`src/rtl/spi_frame_sequencer.sv`:
```
// Multi-byte SPI frame sequencer driving a single-byte SPI_Master.
// Owns slave select, generates the master's ena tick and streams bytes in/out.
module spi_frame_sequencer #(
    parameter int unsigned DATA_W   = 8,
    parameter int unsigned LEN_W    = 4,
    parameter int unsigned DIV      = 4,
    parameter int unsigned SS_SETUP = 1,
    parameter int unsigned SS_HOLD  = 1
) (
    input  logic              clk_i,
    input  logic              rst_i,
    input  logic              go_i,
    input  logic [LEN_W-1:0]  len_i,
    output logic              busy_o,
    output logic              done_o,
    input  logic [DATA_W-1:0] tx_data_i,
    input  logic              tx_valid_i,
    output logic              tx_ready_o,
    output logic [DATA_W-1:0] rx_data_o,
    output logic              rx_valid_o,
    output logic              ss_n_o,
    output logic              spi_ena_o,
    output logic              spi_start_o,
    output logic [DATA_W-1:0] spi_tx_o,
    output logic              spi_ack_o,
    input  logic [DATA_W-1:0] spi_rx_i,
    input  logic              spi_irq_i
);

    localparam int unsigned CntW    = (DIV > 1) ? $clog2(DIV) : 1;
    localparam int unsigned TickMax = (SS_SETUP > SS_HOLD) ? SS_SETUP : SS_HOLD;
    localparam int unsigned TickW   = $clog2(TickMax + 1) + 1;

    localparam logic [CntW-1:0]  CntLast    = CntW'(DIV - 1);
    localparam logic [TickW-1:0] SetupTicks = TickW'(SS_SETUP);
    localparam logic [TickW-1:0] HoldTicks  = TickW'(SS_HOLD);

    typedef enum logic [2:0] {
        StIdle,
        StSetup,
        StLoad,
        StStart,
        StWait,
        StAck,
        StHold
    } state_e;

    state_e             state_q, state_d;
    logic [CntW-1:0]    cnt_q, cnt_d;
    logic [TickW-1:0]   tick_q, tick_d;
    logic [LEN_W-1:0]   rem_q, rem_d;
    logic               busy_q, busy_d;
    logic               done_q, done_d;
    logic               tx_ready_q, tx_ready_d;
    logic [DATA_W-1:0]  rx_data_q, rx_data_d;
    logic               rx_valid_q, rx_valid_d;
    logic               ss_n_q, ss_n_d;
    logic               ena_q, ena_d;
    logic               start_q, start_d;
    logic [DATA_W-1:0]  tx_q, tx_d;
    logic               ack_q, ack_d;

    always_comb begin
        state_d    = state_q;
        tick_d     = tick_q;
        rem_d      = rem_q;
        busy_d     = busy_q;
        done_d     = 1'b0;
        tx_ready_d = 1'b0;
        rx_data_d  = rx_data_q;
        rx_valid_d = 1'b0;
        ss_n_d     = ss_n_q;
        start_d    = 1'b0;
        tx_d       = tx_q;
        ack_d      = 1'b0;

        // Clearing while start is visible puts the first tick DIV cycles after start.
        if (start_q || (cnt_q == CntLast)) begin
            cnt_d = '0;
        end else begin
            cnt_d = cnt_q + 1'b1;
        end
        ena_d = (cnt_d == CntLast);

        unique case (state_q)
            StIdle: begin
                if (go_i) begin
                    if (len_i == '0) begin
                        done_d = 1'b1;
                    end else begin
                        rem_d   = len_i;
                        ss_n_d  = 1'b0;
                        busy_d  = 1'b1;
                        tick_d  = '0;
                        state_d = StSetup;
                    end
                end
            end
            StSetup: begin
                if (tick_q == SetupTicks) begin
                    state_d = StLoad;
                end else if (ena_q) begin
                    tick_d = tick_q + 1'b1;
                end
            end
            StLoad: begin
                if (tx_valid_i) begin
                    tx_ready_d = 1'b1;
                    tx_d       = tx_data_i;
                    start_d    = 1'b1;
                    state_d    = StStart;
                end
            end
            StStart: begin
                state_d = StWait;
            end
            StWait: begin
                if (spi_irq_i) begin
                    rx_data_d  = spi_rx_i;
                    rx_valid_d = 1'b1;
                    ack_d      = 1'b1;
                    if (rem_q != '0) begin
                        rem_d = rem_q - 1'b1;
                    end
                    state_d = StAck;
                end
            end
            StAck: begin
                if (rem_q != '0) begin
                    state_d = StLoad;
                end else begin
                    tick_d  = '0;
                    state_d = StHold;
                end
            end
            StHold: begin
                if (tick_q == HoldTicks) begin
                    ss_n_d  = 1'b1;
                    done_d  = 1'b1;
                    busy_d  = 1'b0;
                    state_d = StIdle;
                end else if (ena_q) begin
                    tick_d = tick_q + 1'b1;
                end
            end
            default: begin
                state_d = StIdle;
            end
        endcase
    end

    always_ff @(posedge clk_i) begin
        if (rst_i) begin
            state_q    <= StIdle;
            cnt_q      <= '0;
            tick_q     <= '0;
            rem_q      <= '0;
            busy_q     <= 1'b0;
            done_q     <= 1'b0;
            tx_ready_q <= 1'b0;
            rx_data_q  <= '0;
            rx_valid_q <= 1'b0;
            ss_n_q     <= 1'b1;
            ena_q      <= 1'b0;
            start_q    <= 1'b0;
            tx_q       <= '0;
            ack_q      <= 1'b0;
        end else begin
            state_q    <= state_d;
            cnt_q      <= cnt_d;
            tick_q     <= tick_d;
            rem_q      <= rem_d;
            busy_q     <= busy_d;
            done_q     <= done_d;
            tx_ready_q <= tx_ready_d;
            rx_data_q  <= rx_data_d;
            rx_valid_q <= rx_valid_d;
            ss_n_q     <= ss_n_d;
            ena_q      <= ena_d;
            start_q    <= start_d;
            tx_q       <= tx_d;
            ack_q      <= ack_d;
        end
    end

    assign busy_o      = busy_q;
    assign done_o      = done_q;
    assign tx_ready_o  = tx_ready_q;
    assign rx_data_o   = rx_data_q;
    assign rx_valid_o  = rx_valid_q;
    assign ss_n_o      = ss_n_q;
    assign spi_ena_o   = ena_q;
    assign spi_start_o = start_q;
    assign spi_tx_o    = tx_q;
    assign spi_ack_o   = ack_q;

endmodule

```
`config.mk`:
```
export PLATFORM = sky130hd
export DESIGN_NAME = spi_frame_sequencer
export DESIGN_NICKNAME = d
export VERILOG_FILES = /design/src/rtl/spi_frame_sequencer.sv
export SDC_FILE = /design/constraint.sdc
export NUM_CORES = 1
export LEC_CHECK = 0
export ABC_AREA = 1
export CAP_MARGIN = 25
export CORE_ASPECT_RATIO = 1.75
export CORE_MARGIN = 2
export CORE_UTILIZATION = 25
export CTS_CLUSTER_SIZE = 12
export DETAILED_ROUTE_END_ITERATION = 16
export PLACE_DENSITY_LB_ADDON = 0.2
export SKIP_CTS_REPAIR_TIMING = 1
export SYNTH_ARGS = -nofsm -noshare
export SYNTH_HDL_FRONTEND = slang
export SYNTH_SLANG_ARGS = --single-unit
export TNS_END_PERCENT = 1
```
`constraint.sdc`:
```
create_clock -name clk_i -period 1.3 [get_ports clk_i]
set_clock_uncertainty 0.1 [all_clocks]
set_input_delay 0.13 -clock clk_i [delete_from_list [all_inputs] [get_ports clk_i]]
set_output_delay 0.13 -clock clk_i [all_outputs]
set_load 0.01 [all_outputs]
```
Word-level counts from Yosys, hierarchy flattened
Cells that the tools add are included.
- add/sub/neg operators: 3
- equal/unequal tests: 19
- multiplexer cells: 34
- bitwise logic cells: 2
- reductions and logical operators: 16
- operators with widths (cell ; number):
    two-way mux 3 bit ; 7
    one-hot mux 3 bit (7 select lines) ; 1
    inequality test 2 bit (second input constant) ; 9
    two-way mux 4 bit ; 4
    two-way mux 2 bit ; 6
    AND reduction 6 bit ; 2
    two-way mux 1 bit ; 11
    == test 3 bit (second input constant) ; 3
    one-hot mux 4 bit (2 select lines) ; 1
    == test 3 x 2 -> 1 bit (second input constant) ; 2
    one-hot mux 1 bit (2 select lines) ; 3
    one-hot mux 2 bit (3 select lines) ; 1
    OR reduction 2 bit ; 3
    AND reduction 5 bit ; 1
    adder 2 x 1 -> 2 bit (second input constant) ; 2
    == test 2 bit (second input constant) ; 2
    logical NOT 4 bit ; 1
    AND reduction 2 bit ; 2
    AND reduction 4 bit ; 1
    nonzero test 2 bit ; 2
    nonzero test 4 bit ; 1
    subtractor 4 x 1 -> 4 bit (second input constant) ; 1
    == test 3 x 1 -> 1 bit (second input constant) ; 1
    logical NOT 3 bit ; 1
    5 further kinds ; 6
- register bits after elaboration: 33
- input bits: 25
- output and inout bits: 24
- logic and storage cells: 86

Depth between registers and ports, before layout
- word-level depth: 4
- mapped depth: 10

Least setup slack after synthesis
No wires, ideal clock.
- path kind: register to register
- start: reg rem_q[0]
- end: reg rem_q[2]
- arrival time: 1.110 ns
- setup slack: -0.024 ns
- cell stages (with the launch flop): 11
- period minus slack after synthesis: 1.324 ns
- path through: dfxtp_1 > inv_1 > ha_1 > nand3_1 > nand2_1 > nand2_2 > nand2_4 > inv_2 > nand2_1 > nand2_1 > nor2_2
- word-level cells in the longest chain between the ends: 4
- RTL lines (item ; RTL line ; text):
    start: declaration ; 51 ; logic [LEN_W-1:0] rem_q, rem_d;
    start signal: assignment ; 172 ; rem_q <= rem_d;
    subtractor 4 x 1 -> 4 bit ; 123 ; rem_d = rem_q - 1'b1;
    two-way mux 4 bit ; 122 ; if (rem_q != '0) begin
    two-way mux 4 bit ; 118 ; if (spi_irq_i) begin
    one-hot mux 4 bit (2 select lines) ; 85 ; unique case (state_q)
Parallel ways exist; a longest one is shown, timed or not. The select of a mux whose other input is x is not followed.
A chain may end at the register's enable or synchronous reset.

Worst setup path in the final report
- start: reg state_q[1]
- end: reg rem_q[3]
- word-level cells in the longest chain between the ends: 3
- RTL lines (item ; RTL line ; text):
    start: declaration ; 48 ; state_e state_q, state_d;
    start signal: assignment ; 154 ; state_q <= StIdle;
    start signal: assignment ; 169 ; state_q <= state_d;
    == test 3 bit / logical NOT 3 bit (equally long branches) ; 85 ;
    inequality test 2 bit (no source line) / nonzero test 2 bit (equally long branches) ; n/a ;
    AND reduction 5 bit (no source line) ; n/a ;
Parallel ways exist; a longest one is shown, timed or not.

==> reports/metrics.yaml <==
hold_class: "in -> reg"
min_from: "spi_rx_i[6]"
maximum_number_of_pins_on_one_net_before_global_route_repair: 13
grt_util_met2_pct: 24.3
synth-xor-area-share_pct: 0.545
use_met1_pct: 12.8
crit_cells: 8
syn_area_per_cell_um2: 7.08
synthToLayoutAreaGrowth_pct: 59.0
dpl.hpwl_mm: 3.31
crit_path_start: "state_q[1]$_SDFFE_PP0P_"
cp_cell_sequence: "nor2_4 -> nand2_4 -> inv_2 -> nand2_1 -> nand2_2 -> nand2_4 -> o21ai_1 -> nor2_1"
cp_slowest_stage_delay_ps: 350
startpoint_type: "flip-flop"
routed_wirelength_mm: 4.21
synth_compound_area_share_pct: 9.27
fraction_of_met3_tracks_used_by_global_routing_pct: 3.05
yosys_warnings: 0
dieHeight_um: 110
globalRouteTotalUtil_pct: 12.7
outcome: "finished with violations"
synthCells: 227
final_cells: 378
ys_types: 24
layout.nets: 325
clk_pin_slew_ps: 80
finalHoldViolations: 0
power.density_cell_area_nw_per_um2: 1780
synth-seq-area-share_pct: 41.1
post-place-ws_ps: -212
antenna_found_initial: 0
rr_worst_depth: 8
total_power_uw: 4560
antenna-diode-count: 0
rsz0062_at_grt: "yes"
cts.sink_count: 33
worstPathMaxFanout: 5
portBuffers: 48
r2r_setup_slack_ps: -70
first_pass_iters: 4
drcViolationCount: 0
r2r-start: "state_q[1]$_SDFFE_PP0P_"
synth-adder-area-share_pct: 2.34
synthesis.nets: 255
main_combinational_cell_family_by_area_after_synthesis: "simple AND/OR/NAND/NOR gates"
cpLargestDelayFamily: "simple AND/OR/NAND/NOR gates"
globalRoute.busiestLayer: "met2"
max-vdd-ir-drop_mv: 0.841
critPathCaptureType: "flip-flop"
initial_util_pct: 25.8
num_vias: 1619
multi_input_gate_area_um2: 850
global_route.overflow_total: 0
avgRoutedWirePerCell_um: 11.1
fin_crit_ps: 1370
max-cap-violations: 0
numPlacedInstances: 370
placed_cell_area_um2: 2340
power.static_leakage_uw: 0.00147
r2r-end: "rem_q[3]$_SDFFE_PP0P_"
cell_at_the_root_of_the_clock_tree: "clkbuf_8"
worstSkewPairLatency_ps: 290
final_layout_size_suffix_gt1_share_pct: 23.2
cp_data_arrival_time_ps: 1450
max_freq_mhz: 729
grt_pass1_vias: 1525
finalSetupTns_ps: -331
tightest_slew_ps: 218
violations: "negative setup slack"
synth-seq-cells: 33
gpl.final_weighted_congestion: 0.848
cts_tree: "built"
pin_count: 49
number_of_buffers_created_by_cts: 5
dieWidth_um: 64.6
crit_end: "rem_q[3]$_SDFFE_PP0P_"
synth_simple_gate_area_share_pct: 37.7
drv_slew: 0
final.period_utilization_pct: 106
clock_tree.buffer_depth: 2
die-area_um2: 7110
synth_mux_area_share_pct: 0
setup-violations-final: 9
setup.worst_path.class: "reg -> reg"
cp_common_cell: "nand2_4"
critical-path-slowest-cell: "dfxtp_2"
max_slew_headroom_pct: 85.4
netlist_area_um2: 1610
seqCellArea_um2: 667
vias_per_cell: 4.28
fp.coreArea_um2: 6230
nFillCells: 649
setup_slack_ps: -72.1
path_buf_inv: 1
drtAntennaViolNets: 0
final_cell_area_um2: 2550
num_rows: 38
crit_required_ps: 1380
grt_pass1_wl_mm: 6.87
h-tree-depth: 2
initial_detailed_routing_violation_count: 43
[how the worst min path moves through the flow]
stage / end / slack [ps] / depth (start not counted)
CTS: rx_data_o[6]$_SDFFE_PP0P_ / 310 / 3
global route: rx_data_o[6]$_SDFFE_PP0P_ / 320 / 3
global placement: cnt_q[0]$_SDFF_PP0_ / 330 / 1
floorplan: rx_data_o[0]$_SDFFE_PP0P_ / 100 / 1
detailed placement: cnt_q[0]$_SDFF_PP0_ / 340 / 1
finish: rx_data_o[6]$_SDFFE_PP0P_ / 320 / 3
[routing by layer]
layer  routed length, um  up-vias  part of all wire (%)
li1                    -      852                     -
met1                1580      734                    38
met2                2420       28                    57
met3                 140        5                   3.3
met4                  70        0                   1.7
met5                   0        -                     0
[cell type report]
cell class,instances,share of cell area (%)
multi-input combinational,160,33.3
timing repair buffer,70,28.9
sequential,33,26.1
inverter,27,4.46
tap,80,3.92
clock buffer,5,2.69
clock inverter,3,0.686
[worst register-to-register path: cells and delay by family, from the launching register on]
family	cells	cell delay (ps)
compound gates	1	130
buf+inv	1	70
flops	1	350
simple gates	6	600
[power by group]
group          leakage, uW  switching (uW)  internal [uW]
Sequential        0.000271             177           1260
Combinational      0.00115            1250           1080
Clock            0.0000439             415            370
Total              0.00147            1850           2710
[stage by stage]
stage | hold slack (ps) | util [%]
after floorplan | 99.1 | -
after global placement | 325 | 37.6
after detailed placement | 338 | 37.6
after CTS | 311 | 39.0
after global routing | 321 | 41.0
final | 317 | 41.0
[kinds of logic (layout without fill, tap and decap cells)]
kind of cell             Yosys count  count (layout)
AND/OR/NAND/NOR                  127             127
buffers and inverters             34             105
flip-flops                        33              33
AO/OA/AOI/OAI                     29              29
adder cells (fa/ha/maj)            3               3
XOR/XNOR                           1               1
[registers in the layout (all words and copies together) (netlist names)]
name,flops
rx_data_o,8
spi_tx_o,8
rem_q,4
state_q,3
cnt_q,2
tick_q,2
busy_o,1
done_o,1
spi_ack_o,1
spi_ena_o,1
spi_start_o,1
ss_n_o,1
[placed cells by master (no fill, tap or decap)]
cell	netlist	routed
nand3_2	2	3
xor2_1	1	1
buf_4	2	19
nand2_1	42	42
inv_6	0	1
nand2_4	5	3
dfxtp_1	33	30
nor2_1	43	42
nand4_1	1	1
nor3_1	2	2
dlymetal6s2s_1	0	24
o21ai_1	12	11
a21oi_2	1	2
inv_4	0	3
nand3_1	19	18
inv_2	9	7
ha_4	0	1
clkinvlp_4	0	1
clkdlybuf4s50_1	0	24
o21ai_0	4	3
a21oi_1	12	11
buf_12	0	2
nand2_8	0	2
dfxtp_4	0	1
dfxtp_2	0	2
o21ai_2	0	2
nand3b_1	2	2
nand2_2	2	2
clkinv_2	0	2
inv_1	18	16
clkbuf_8	0	5
buf_8	0	1
nor2_4	3	3
ha_1	3	2
nor2_2	6	7
[synth_stat cells (all sizes together)]
cell type,number,area [um^2]
nor3,2,10.0
nand3b,2,15.0
nor2,52,233
xor2,1,8.76
nand3,21,115
clkbuf,2,7.51
nand4,1,6.26
dfxtp,33,661
o21ai,16,80.1
a21oi,13,68.8
ha,3,37.5
nand2,49,226
inv,27,101
buf,5,36.3
No activity file was read; power rests on OpenSTA's default activity.
